[src/rtl/assignment_trail.sv]
// assignment_trail: ordered trail of BCP variable assignments, tagged by decision level.
// Decisions and implications push onto a LIFO. A backtrack request unwinds it one
// entry per cycle, down to and including the most recent decision, and reports
// each removed assignment. Define TRAIL_STATS_EN to add push-count and
// high-water-mark statistics outputs.
module assignment_trail #(
   parameter int FORMULA_MAX_VARIABLE  = 20,
   parameter int VARIABLE_ENCODING_LEN = $clog2(FORMULA_MAX_VARIABLE + 1),
   parameter int DEPTH_LEN             = $clog2(FORMULA_MAX_VARIABLE + 1)
) (
   input  logic                             clk_i,
   input  logic                             rst_i,
   input  logic                             decision_valid_i,
   input  logic [VARIABLE_ENCODING_LEN:0]   decision_i,
   input  logic                             implication_valid_i,
   input  logic [VARIABLE_ENCODING_LEN:0]   implication_i,
   input  logic                             backtrack_req_i,
   output logic                             unassign_valid_o,
   output logic [VARIABLE_ENCODING_LEN:0]   unassign_o,
   output logic                             unassign_decision_o,
   output logic                             backtrack_done_o,
   output logic                             unsat_o,
   output logic                             busy_o,
   output logic [DEPTH_LEN-1:0]             depth_o,
   output logic [DEPTH_LEN-1:0]             level_o,
   output logic                             overflow_o,
`ifdef TRAIL_STATS_EN
   output logic [31:0]                      stat_push_count_o,
   output logic [DEPTH_LEN-1:0]             stat_max_depth_o,
`endif
   output logic                             protocol_err_o
);

   localparam int LIT_W = VARIABLE_ENCODING_LEN + 1;
   localparam logic [DEPTH_LEN-1:0] DEPTH_MAX = DEPTH_LEN'(FORMULA_MAX_VARIABLE);
   localparam logic [DEPTH_LEN-1:0] DEPTH_ONE = DEPTH_LEN'(1);

   typedef enum logic {IDLE, UNWIND} state_e;

   typedef struct packed {
      logic             is_decision;
      logic [LIT_W-1:0] lit;
   } entry_t;

   entry_t                trail_q [FORMULA_MAX_VARIABLE];
   state_e                state_q;
   logic [DEPTH_LEN-1:0]  depth_q;
   logic [DEPTH_LEN-1:0]  level_q;
   logic                  unassign_valid_q;
   logic [LIT_W-1:0]      unassign_q;
   logic                  unassign_decision_q;
   logic                  backtrack_done_q;
   logic                  unsat_q;
   logic                  overflow_q;
   logic                  protocol_err_q;

   logic                  any_push;
   logic                  full;
   logic                  push_we;
   entry_t                push_entry;
   entry_t                top_entry;
   logic [DEPTH_LEN-1:0]  top_idx;

   // Decode the incoming push and the current top-of-trail entry.
   always_comb begin
      any_push               = decision_valid_i | implication_valid_i;
      full                   = (depth_q == DEPTH_MAX);
      push_entry.is_decision = ~implication_valid_i;
      push_entry.lit         = implication_valid_i ? implication_i : decision_i;
      push_we                = (state_q == IDLE) && !backtrack_req_i && any_push && !full;
      top_idx                = depth_q - DEPTH_ONE;
      top_entry              = trail_q[top_idx];
   end

   // Trail storage write port.
   // NOTE: the trail array has no reset; depth_q alone decides which entries are live.
   always_ff @(posedge clk_i) begin
      if (push_we) trail_q[depth_q] <= push_entry;
   end

   // Control FSM: push in IDLE, pop one entry per cycle in UNWIND; all outputs registered.
   always_ff @(posedge clk_i) begin
      if (rst_i) begin
         state_q             <= IDLE;
         depth_q             <= '0;
         level_q             <= '0;
         unassign_valid_q    <= 1'b0;
         unassign_q          <= '0;
         unassign_decision_q <= 1'b0;
         backtrack_done_q    <= 1'b0;
         unsat_q             <= 1'b0;
         overflow_q          <= 1'b0;
         protocol_err_q      <= 1'b0;
      end else begin
         // NOTE: strobes default low here so each one lasts exactly one cycle after its event.
         unassign_valid_q    <= 1'b0;
         unassign_decision_q <= 1'b0;
         backtrack_done_q    <= 1'b0;
         unsat_q             <= 1'b0;
         case (state_q)
            IDLE: begin
               if (backtrack_req_i) begin
                  if (any_push) protocol_err_q <= 1'b1;
                  if (depth_q == '0) begin
                     backtrack_done_q <= 1'b1;
                     unsat_q          <= 1'b1;
                  end else begin
                     state_q <= UNWIND;
                  end
               end else if (any_push) begin
                  if (decision_valid_i && implication_valid_i) protocol_err_q <= 1'b1;
                  if (full) begin
                     overflow_q <= 1'b1;
                  end else begin
                     depth_q <= depth_q + DEPTH_ONE;
                     if (!implication_valid_i) level_q <= level_q + DEPTH_ONE;
                  end
               end
            end
            UNWIND: begin
               if (any_push || backtrack_req_i) protocol_err_q <= 1'b1;
               unassign_valid_q    <= 1'b1;
               unassign_q          <= top_entry.lit;
               unassign_decision_q <= top_entry.is_decision;
               depth_q             <= depth_q - DEPTH_ONE;
               if (top_entry.is_decision) begin
                  level_q          <= level_q - DEPTH_ONE;
                  backtrack_done_q <= 1'b1;
                  state_q          <= IDLE;
               end else if (depth_q == DEPTH_ONE) begin
                  backtrack_done_q <= 1'b1;
                  unsat_q          <= 1'b1;
                  state_q          <= IDLE;
               end
            end
            default: state_q <= IDLE;
         endcase
      end
   end

`ifdef TRAIL_STATS_EN
   logic [31:0]          stat_push_count_q;
   logic [DEPTH_LEN-1:0] stat_max_depth_q;

   // Saturating accepted-push counter and depth high-water mark.
   always_ff @(posedge clk_i) begin
      if (rst_i) begin
         stat_push_count_q <= '0;
         stat_max_depth_q  <= '0;
      end else if (push_we) begin
         if (stat_push_count_q != '1) stat_push_count_q <= stat_push_count_q + 32'd1;
         if (depth_q + DEPTH_ONE > stat_max_depth_q) stat_max_depth_q <= depth_q + DEPTH_ONE;
      end
   end

   assign stat_push_count_o = stat_push_count_q;
   assign stat_max_depth_o  = stat_max_depth_q;
`endif

   assign unassign_valid_o    = unassign_valid_q;
   assign unassign_o          = unassign_q;
   assign unassign_decision_o = unassign_decision_q;
   assign backtrack_done_o    = backtrack_done_q;
   assign unsat_o             = unsat_q;
   assign busy_o              = (state_q == UNWIND);
   assign depth_o             = depth_q;
   assign level_o             = level_q;
   assign overflow_o          = overflow_q;
   assign protocol_err_o      = protocol_err_q;

endmodule
[config.mk]
export PLATFORM = sky130hd
export DESIGN_NAME = assignment_trail
export DESIGN_NICKNAME = d
export VERILOG_FILES = /design/src/rtl/assignment_trail.sv
export SDC_FILE = /design/constraint.sdc
export NUM_CORES = 1
export LEC_CHECK = 0
export ABC_AREA = 1
export BUFFER_PORTS_ARGS = -buffer_cell sky130_fd_sc_hd__buf_2
export CAP_MARGIN = 20
export CELL_PAD_IN_SITES_DETAIL_PLACEMENT = 0
export CELL_PAD_IN_SITES_GLOBAL_PLACEMENT = 1
export CORE_ASPECT_RATIO = 1.75
export CORE_MARGIN = 3
export CORE_UTILIZATION = 53
export CTS_CLUSTER_DIAMETER = 40
export CTS_CLUSTER_SIZE = 12
export DETAILED_ROUTE_END_ITERATION = 7
export GPL_TIMING_DRIVEN = 0
export HOLD_SLACK_MARGIN = 0.03
export PLACE_DENSITY_LB_ADDON = 0.3
export SLEW_MARGIN = 10
export SYNTH_ARGS = -nofsm -noshare
export SYNTH_HDL_FRONTEND = slang
export SYNTH_SLANG_ARGS = --single-unit
export TNS_END_PERCENT = 50
[constraint.sdc]
create_clock -name clk_i -period 6.25 [get_ports clk_i]
set_input_delay 1.875 -clock clk_i [delete_from_list [all_inputs] [get_ports clk_i]]
set_output_delay 1.875 -clock clk_i [all_outputs]
set_load 0.01 [all_outputs]
Word level (Yosys, flattened, before mapping)

Memories as Yosys holds them, arrays and structs flattened.
Cells that the tools add are included.

Bitwise operators: 4
Reductions and logical operators: 13
$add $sub $neg: 4
Multiplexer cells: 32
Equality and inequality tests: 9

Operators with widths:

| operator                                                            | count |
|---|---|
| 5-bit two-way mux                                                   | 8 |
| 5-bit case mux with 2 select lines                                  | 2 |
| 1-bit two-way mux                                                   | 17 |
| 5-bit by 1-bit adder with 5-bit output (second input constant)      | 2 |
| 5-bit by 1-bit subtractor with 5-bit output (second input constant) | 2 |
| 2-bit != test (second input constant)                               | 4 |
| 1-bit case mux with 2 select lines                                  | 4 |
| 6-bit two-way mux                                                   | 1 |
| 3-bit AND reduction                                                 | 2 |
| 5-bit by 1-bit == test with 1-bit output (second input constant)    | 1 |
| 5-bit == test (second input constant)                               | 1 |
| 5-bit zero test                                                     | 1 |
| 5-bit AND reduction                                                 | 1 |
| 1-bit logical AND                                                   | 4 |
| 2-bit by 1-bit != test with 1-bit output (second input constant)    | 2 |
| 4-bit AND reduction                                                 | 1 |
| 3-bit by 2-bit != test with 1-bit output (second input constant)    | 1 |
| 1-bit NOT                                                           | 3 |
| 1-bit zero test                                                     | 2 |
| 2-bit OR reduction                                                  | 1 |
| 1-bit logical OR                                                    | 1 |
| 1-bit OR                                                            | 1 |

Memories kept: 1
Output and inout bits: 23
Bits in registers: 23
Memory bits (writable): 140
Bits of input ports: 17

Memories:

| name    | depth | bits a word | read ports | clocked after Yosys merged registers in | wr ports | line | RTL |
|---|---|---|---|---|---|---|---|
| trail_q | 20    | 7           | 1          | 0                                       | 1        | 45   | `entry_t trail_q [FORMULA_MAX_VARIABLE];` |

Longest topological paths before layout

Gate-level depths: netlist (run 1).

Word-level depth: 6
Depth in mapped cells: 17

Worst setup path before layout (run 1)

No wires, ideal clock.

Path type: input-to-reg
Start point: input implication_valid_i
End point: memory trail_q[19][0] (netlist bit), enable pin
Buffers on the path: 1
Required time: 5.870 ns
Stages: 7
Arrival: 3.189 ns
Slack: 2.681 ns
Cell sequence: buf_4 nor2_1 nor2_1 nand2_2 nor2_4 inv_1 nor3_1

Word-level cells in the longest chain between the ends: 5

RTL lines:

| item                                    | line | RTL |
|---|---|---|
| from (decl)                             | 15   | `input logic implication_valid_i,` |
| 1-bit OR                                | 66   | `any_push = decision_valid_i \| implication_valid_i;` |
| 1-bit logical AND (2 in series)         | 70   | `push_we = (state_q == IDLE) && !backtrack_req_i && any_push && !full;` |
| 1-bit two-way mux                       | 78   | `if (push_we) trail_q[depth_q] <= push_entry;` |
| 1-bit two-way mux (implied by the code) | 78   |  |
| to (decl)                               | 45   |  |

No other way between the ends.

Worst setup path after layout (run 1)

Start point: input implication_valid_i
End point: memory trail_q[19][5] (netlist bit), enable pin

The elaborated chain is that of the path after synthesis.

==> qor.yml, run 1 <==
outcome: "complete, no violations"
clkTransAtPathRegs_ps: 60
cts_resized: 0
start_util_pct: 54.8
rsz0062_at_grt: "false"
drcViolationCount: 0
synth_fa_ha_area_share_pct: 1.74
antenna_found_initial: 0
critPathLaunchType: "input pin"
hold_viol_final: 0
power_w: 0.00335
switchingPower_w: 0.00118
fin_worst_skew_ps: 7.49
synthCells: 592
ys.flop_type: "edfxtp_1"
worst_slack_ps: 2570
tns_ps: 0
min_path_type: "flip-flop to flip-flop"
synth-xor-area-share_pct: 0.508
final_util_pct: 62.9
worst-endpoint-arrival_ps: 3710
critPathMaxFanout: 10
drtAntennaViolNets: 0
seq_power_share_pct: 38.8
synth_compound_area_share_pct: 10.6
required_ps: 6290
pre_cts_ws_ps: 2100
cpLargestDelayFamily: "simple AND/OR/NAND/NOR gates"
cts_root_buf: "clkbuf_16"
min_period_ps: 3680
leakage_nw: 2.87
cts_tree: "done"
diodes: 0
critPathSlowestCell: "nor3_1"
synth_top_family_by_area: "simple AND/OR/NAND/NOR gates"
dieArea_um2: 14500
grt_overflow: 0
synth-seq-cells: 163
coreArea_um2: 12600
drive_above_1_share_pct: 16.8
internal_power_w: 0.00217
mostFrequentLayoutCells: "140 x edfxtp_1, 94 x nor2_1, 86 x nand2_1"
syn-cell-area_um2: 6890
nFillCells: 1049
synth_edf_count: 140
drt_wl_total_um: 17600
drv_cap: 0
crit_chain: "buf_4 > nor2_1 > nor2_1 > nand2_2 > nor2_4 > inv_1 > nor3_1"
synthMuxAreaShare_pct: 0
placed_cell_area_um2: 7290
grt_max_degree: 28
drt_iter0_drc: 412
yosys_warnings: 0
clock-sinks: 163
grt_pass1_wl_um: 27500
setup_viol: 0
ioPinCount: 40
pwr-share-comb_pct: 29.7
insertion_delay_ps: 420
port_buffers: 37
gp_congestion: 0.854
die_w_um: 92.2
register_area_um2: 4660
period_share_pct: 58.8
h-tree-depth: 4
final_common_cell: "edfxtp_1"
pwr-share-clk_pct: 31.5
wl_per_cell_um: 21.1
cp_common_cell: "nor2_1"
fp.dieH_um: 157
max-slew-margin-rel_pct: 25.1
cts_buffers: 17
critPathBufInv: 2
synth_simple_gate_area_share_pct: 16.0
clockBufferDepth: 2
slew_violations: 0
routed_via_density: 5.85
peakVddDrop_mv: 0.243
grt_pass1_vias: 5022
fin_nets: 675
fp-row-count: 54
async_flop_share_pct: 0
vias: 4854
critical_path.max_stage_delay_ps: 860
critPathKind: "input pin to flip-flop"
syn_to_final_growth_pct: 14.7
cts_hold_buffers: 0
max_clock_freq_ghz: 0.272
power_density_nw_per_um2: 424
grt_use_total_pct: 25.9
worstMarginPinSlew_ps: 1110
final_area_um2: 7910
dp_hpwl_um: 12500
syn_avg_cell_area_um2: 11.6
swShare_pct: 35.1
seq_area_frac_synth_pct: 67.7
dr.pass1.iters: 6
multi_input_area_um2: 1990
synth.distinct_cells: 39
cp-end-kind: "flip-flop"
post_cts_buffers: 0
syn_nets: 618
## synth_stat cells (2+ instances only)
master	n	share of area, %
xnor2_1	3	0.38
clkbuf_1	9	0.49
edfxtp_1	140	61
ha_1	8	1.5
inv_1	12	0.65
o21ai_0	58	4.2
nand2_2	4	0.36
nand2_1	86	4.7
inv_2	6	0.33
o21ai_1	11	0.80
nor3_1	3	0.22
dfxtp_1	23	6.7
buf_6	3	0.49
o21ai_4	2	0.47
a21oi_1	11	0.80
nand3_2	3	0.44
nand4_1	3	0.27
clkinv_1	2	0.11
nand3_1	49	3.6
o221ai_1	30	3.8
nor2_1	94	5.1
buf_2	13	0.94
buf_4	3	0.33
## flip-flops by register name, indices dropped and copies added, names as in the netlist
register             flops
overflow_o               1
protocol_err_o           1
level_o                  5
unsat_o                  1
depth_o                  5
unassign_o               6
unassign_decision_o      1
busy_o                   1
backtrack_done_o         1
unassign_valid_o         1
trail_q                140
## metrics by stage
| stage | hold WS (ps) | std cells |
|---|---|---|
| 6_report | 448 | 830 |
| 5_1_grt | 462 | 830 |
| 4_1_cts | 450 | 829 |
| 3_5_place_dp | 435 | 797 |
| 3_3_place_gp | 438 | 797 |
| 2_1_floorplan | 476 | 592 |
## per-layer routing
layer | GRT usage, % | up-vias | wire length, µm
met2 | 46.5 | 192 | 9430
met5 | 0 | - | 0
met3 | 4.28 | 57 | 854
met4 | 15.4 | 0 | 946
li1 | - | 2262 | -
met1 | 28.5 | 2343 | 6320
## cells by family (layout without fill, tap and decap cells)
group                    after synthesis  after routing
AND/OR/NAND/NOR                      250            250
XOR/XNOR                               4              4
AO/OA/AOI/OAI                        117            117
flip-flops                           163            163
adder cells (fa/ha/maj)                9              9
buffers and inverters                 49            119
## power by group through the flow
stage	registers, W	clock network, W	logic, W
2_1_floorplan	0.00133	0	0.000627
3_3_place_gp	0.00132	0	0.000960
3_5_place_dp	0.00132	0	0.000978
4_1_cts	0.00130	0.00106	0.000987
5_1_grt	0.00131	0.00111	0.00109
6_report	0.00130	0.00106	0.000994
## worst min-delay path: cells and delay by family (launching register included)
family	cells	cell delay, ps
flops	1	310
simple gates	2	100
## path summary, 6_finish.rpt
path / start / depth (start not counted) / endpoint / slack [ps]
worst min register to register: unassign_o[3]$_SDFFE_PP0P_ / 2 / unassign_o[3]$_SDFFE_PP0P_ / 450
worst max-delay path: implication_valid_i / 7 / trail_q[19][5]$_DFFE_PP_ / 2570
worst max register to register: depth_o[0]$_SDFFE_PP0P_ / 14 / unassign_o[3]$_SDFFE_PP0P_ / 2960
worst min-delay path: unassign_o[3]$_SDFFE_PP0P_ / 2 / unassign_o[3]$_SDFFE_PP0P_ / 450
## final cells by class
| cell class | instances | area share (%) |
|---|---|---|
| inverter | 21 | 1.03 |
| buffer | 28 | 1.96 |
| clock inverter | 13 | 2.14 |
| multi-input combinational | 380 | 25.2 |
| timing repair buffer | 38 | 2.41 |
| sequential | 163 | 59.0 |
| clock buffer | 19 | 5.60 |
| tap | 168 | 2.66 |
No activity file was read; power rests on OpenSTA's default activity.
==> run 2, diff against run 1 <==
Settings changed: CORE_UTILIZATION 53 to 44.
Clock period 6.25 ns to 3.2 ns, I/O delays scaled along.
==> qor.yml, run 2 (synthesis results as in run 1) <==
fp-row-count: 59
ioPinCount: 40
diodes: 0
post_cts_buffers: 0
clockBufferDepth: 2
drt_iter0_drc: 438
mostFrequentLayoutCells: "140 x edfxtp_1, 86 x nand2_1, 84 x nor2_1"
worstMarginPinSlew_ps: 939
final_area_um2: 7980
period_share_pct: 97.9
required_ps: 3250
syn_to_final_growth_pct: 15.7
cts_tree: "done"
leakage_nw: 2.87
setup_viol: 0
fp.dieH_um: 172
fin_nets: 674
min_period_ps: 3130
grt_max_degree: 28
nFillCells: 1277
drt_wl_total_um: 18000
cts_buffers: 17
dieArea_um2: 17300
grt_pass1_vias: 4866
critPathKind: "flip-flop to flip-flop"
wl_per_cell_um: 21.3
placed_cell_area_um2: 7310
multi_input_area_um2: 2060
rsz0062_at_grt: "true"
power_w: 0.00659
max-slew-margin-rel_pct: 37.2
port_buffers: 37
die_w_um: 101
cp-end-kind: "flip-flop"
fin_worst_skew_ps: 8.36
final_common_cell: "edfxtp_1"
critPathLaunchType: "flip-flop"
peakVddDrop_mv: 0.471
register_area_um2: 4660
cts_root_buf: "clkbuf_16"
drv_cap: 0
h-tree-depth: 4
pre_cts_ws_ps: -84.0
drcViolationCount: 0
gp_congestion: 0.845
top_register: "trail_q"
drtAntennaViolNets: 0
grt_pass1_wl_um: 27800
clock-sinks: 163
antenna_found_initial: 0
vias: 4794
outcome: "complete, no violations"
clkTransAtPathRegs_ps: 60
power_density_nw_per_um2: 826
insertion_delay_ps: 420
max_clock_freq_ghz: 0.319
dp_hpwl_um: 13000
start_util_pct: 45.5
min_path_type: "flip-flop to flip-flop"
worst_slack_ps: 67.3
coreArea_um2: 15100
routed_via_density: 5.68
drive_above_1_share_pct: 20.0
hold_viol_final: 0
critPathMaxFanout: 12
grt_use_total_pct: 22.0
largest_reg_flops: 140
dr.pass1.iters: 5
grt_overflow: 0
slew_violations: 0
worst-endpoint-arrival_ps: 3190
## run 2: metal layers
layer	vias up	part of all wire (%)	track usage, %
met3	46	3.9	3.08
met2	145	55	40.5
met5	-	0	0
li1	2251	-	-
met4	0	4.6	11.3
met1	2352	36	24.2
## run 2: repair_timing
| action | 4_1_cts | 5_1_grt |
|---|---|---|
| resized for setup | 4 | 24 |
| hold buffers | 0 | 0 |
| setup endpoints to repair | 17 | 103 |
## run 2: path summary, 6_finish.rpt
path / start / endpoint / slack, ps / cells after the start
max: depth_o[0]$_SDFFE_PP0P_ / trail_q[18][6]$_DFFE_PP_ / 70 / 10
min: unassign_o[2]$_SDFFE_PP0P_ / unassign_o[2]$_SDFFE_PP0P_ / 450 / 2
max reg2reg: depth_o[0]$_SDFFE_PP0P_ / trail_q[18][6]$_DFFE_PP_ / 70 / 10
min reg2reg: unassign_o[2]$_SDFFE_PP0P_ / unassign_o[2]$_SDFFE_PP0P_ / 450 / 2
## run 2: through the flow
| step | TNS (ps) | cells | util [%] | hold WS [ps] |
|---|---|---|---|---|
| floorplan | 0 | 592 | - | 476 |
| global placement | -835 | 812 | 48.3 | 440 |
| detailed placement | -990 | 812 | 48.3 | 444 |
| CTS | 0 | 844 | 52.3 | 459 |
| global route | -2580 | 844 | 52.7 | 476 |
| finish | 0 | 844 | 52.7 | 455 |
## run 2: worst max-delay path, stage by stage, from the launching register on
cell,delay (ps)
dfxtp_1,440
buf_6,190
inv_4,80
buf_6,140
buf_2,200
ha_1,320
nand4_2,170
nand2_2,130
nor2_4,260
nand2_1,240
nor2_1,590
## run 2: layout make-up
cell class / count / share of cell area [%]
buffer: 28 / 2.05
clock buffer: 17 / 5.33
clock inverter: 15 / 2.12
inverter: 21 / 1.02
multi-input combinational: 380 / 25.8
sequential: 163 / 58.5
tap: 183 / 2.87
timing repair buffer: 37 / 2.32
## run 2: power breakdown
part           total [W]  internal (W)  leakage, nW  switching [W]
Clock            0.00205       0.00117        0.296       0.000878
Sequential       0.00254       0.00245         1.45      0.0000829
Combinational    0.00200      0.000612         1.12        0.00138
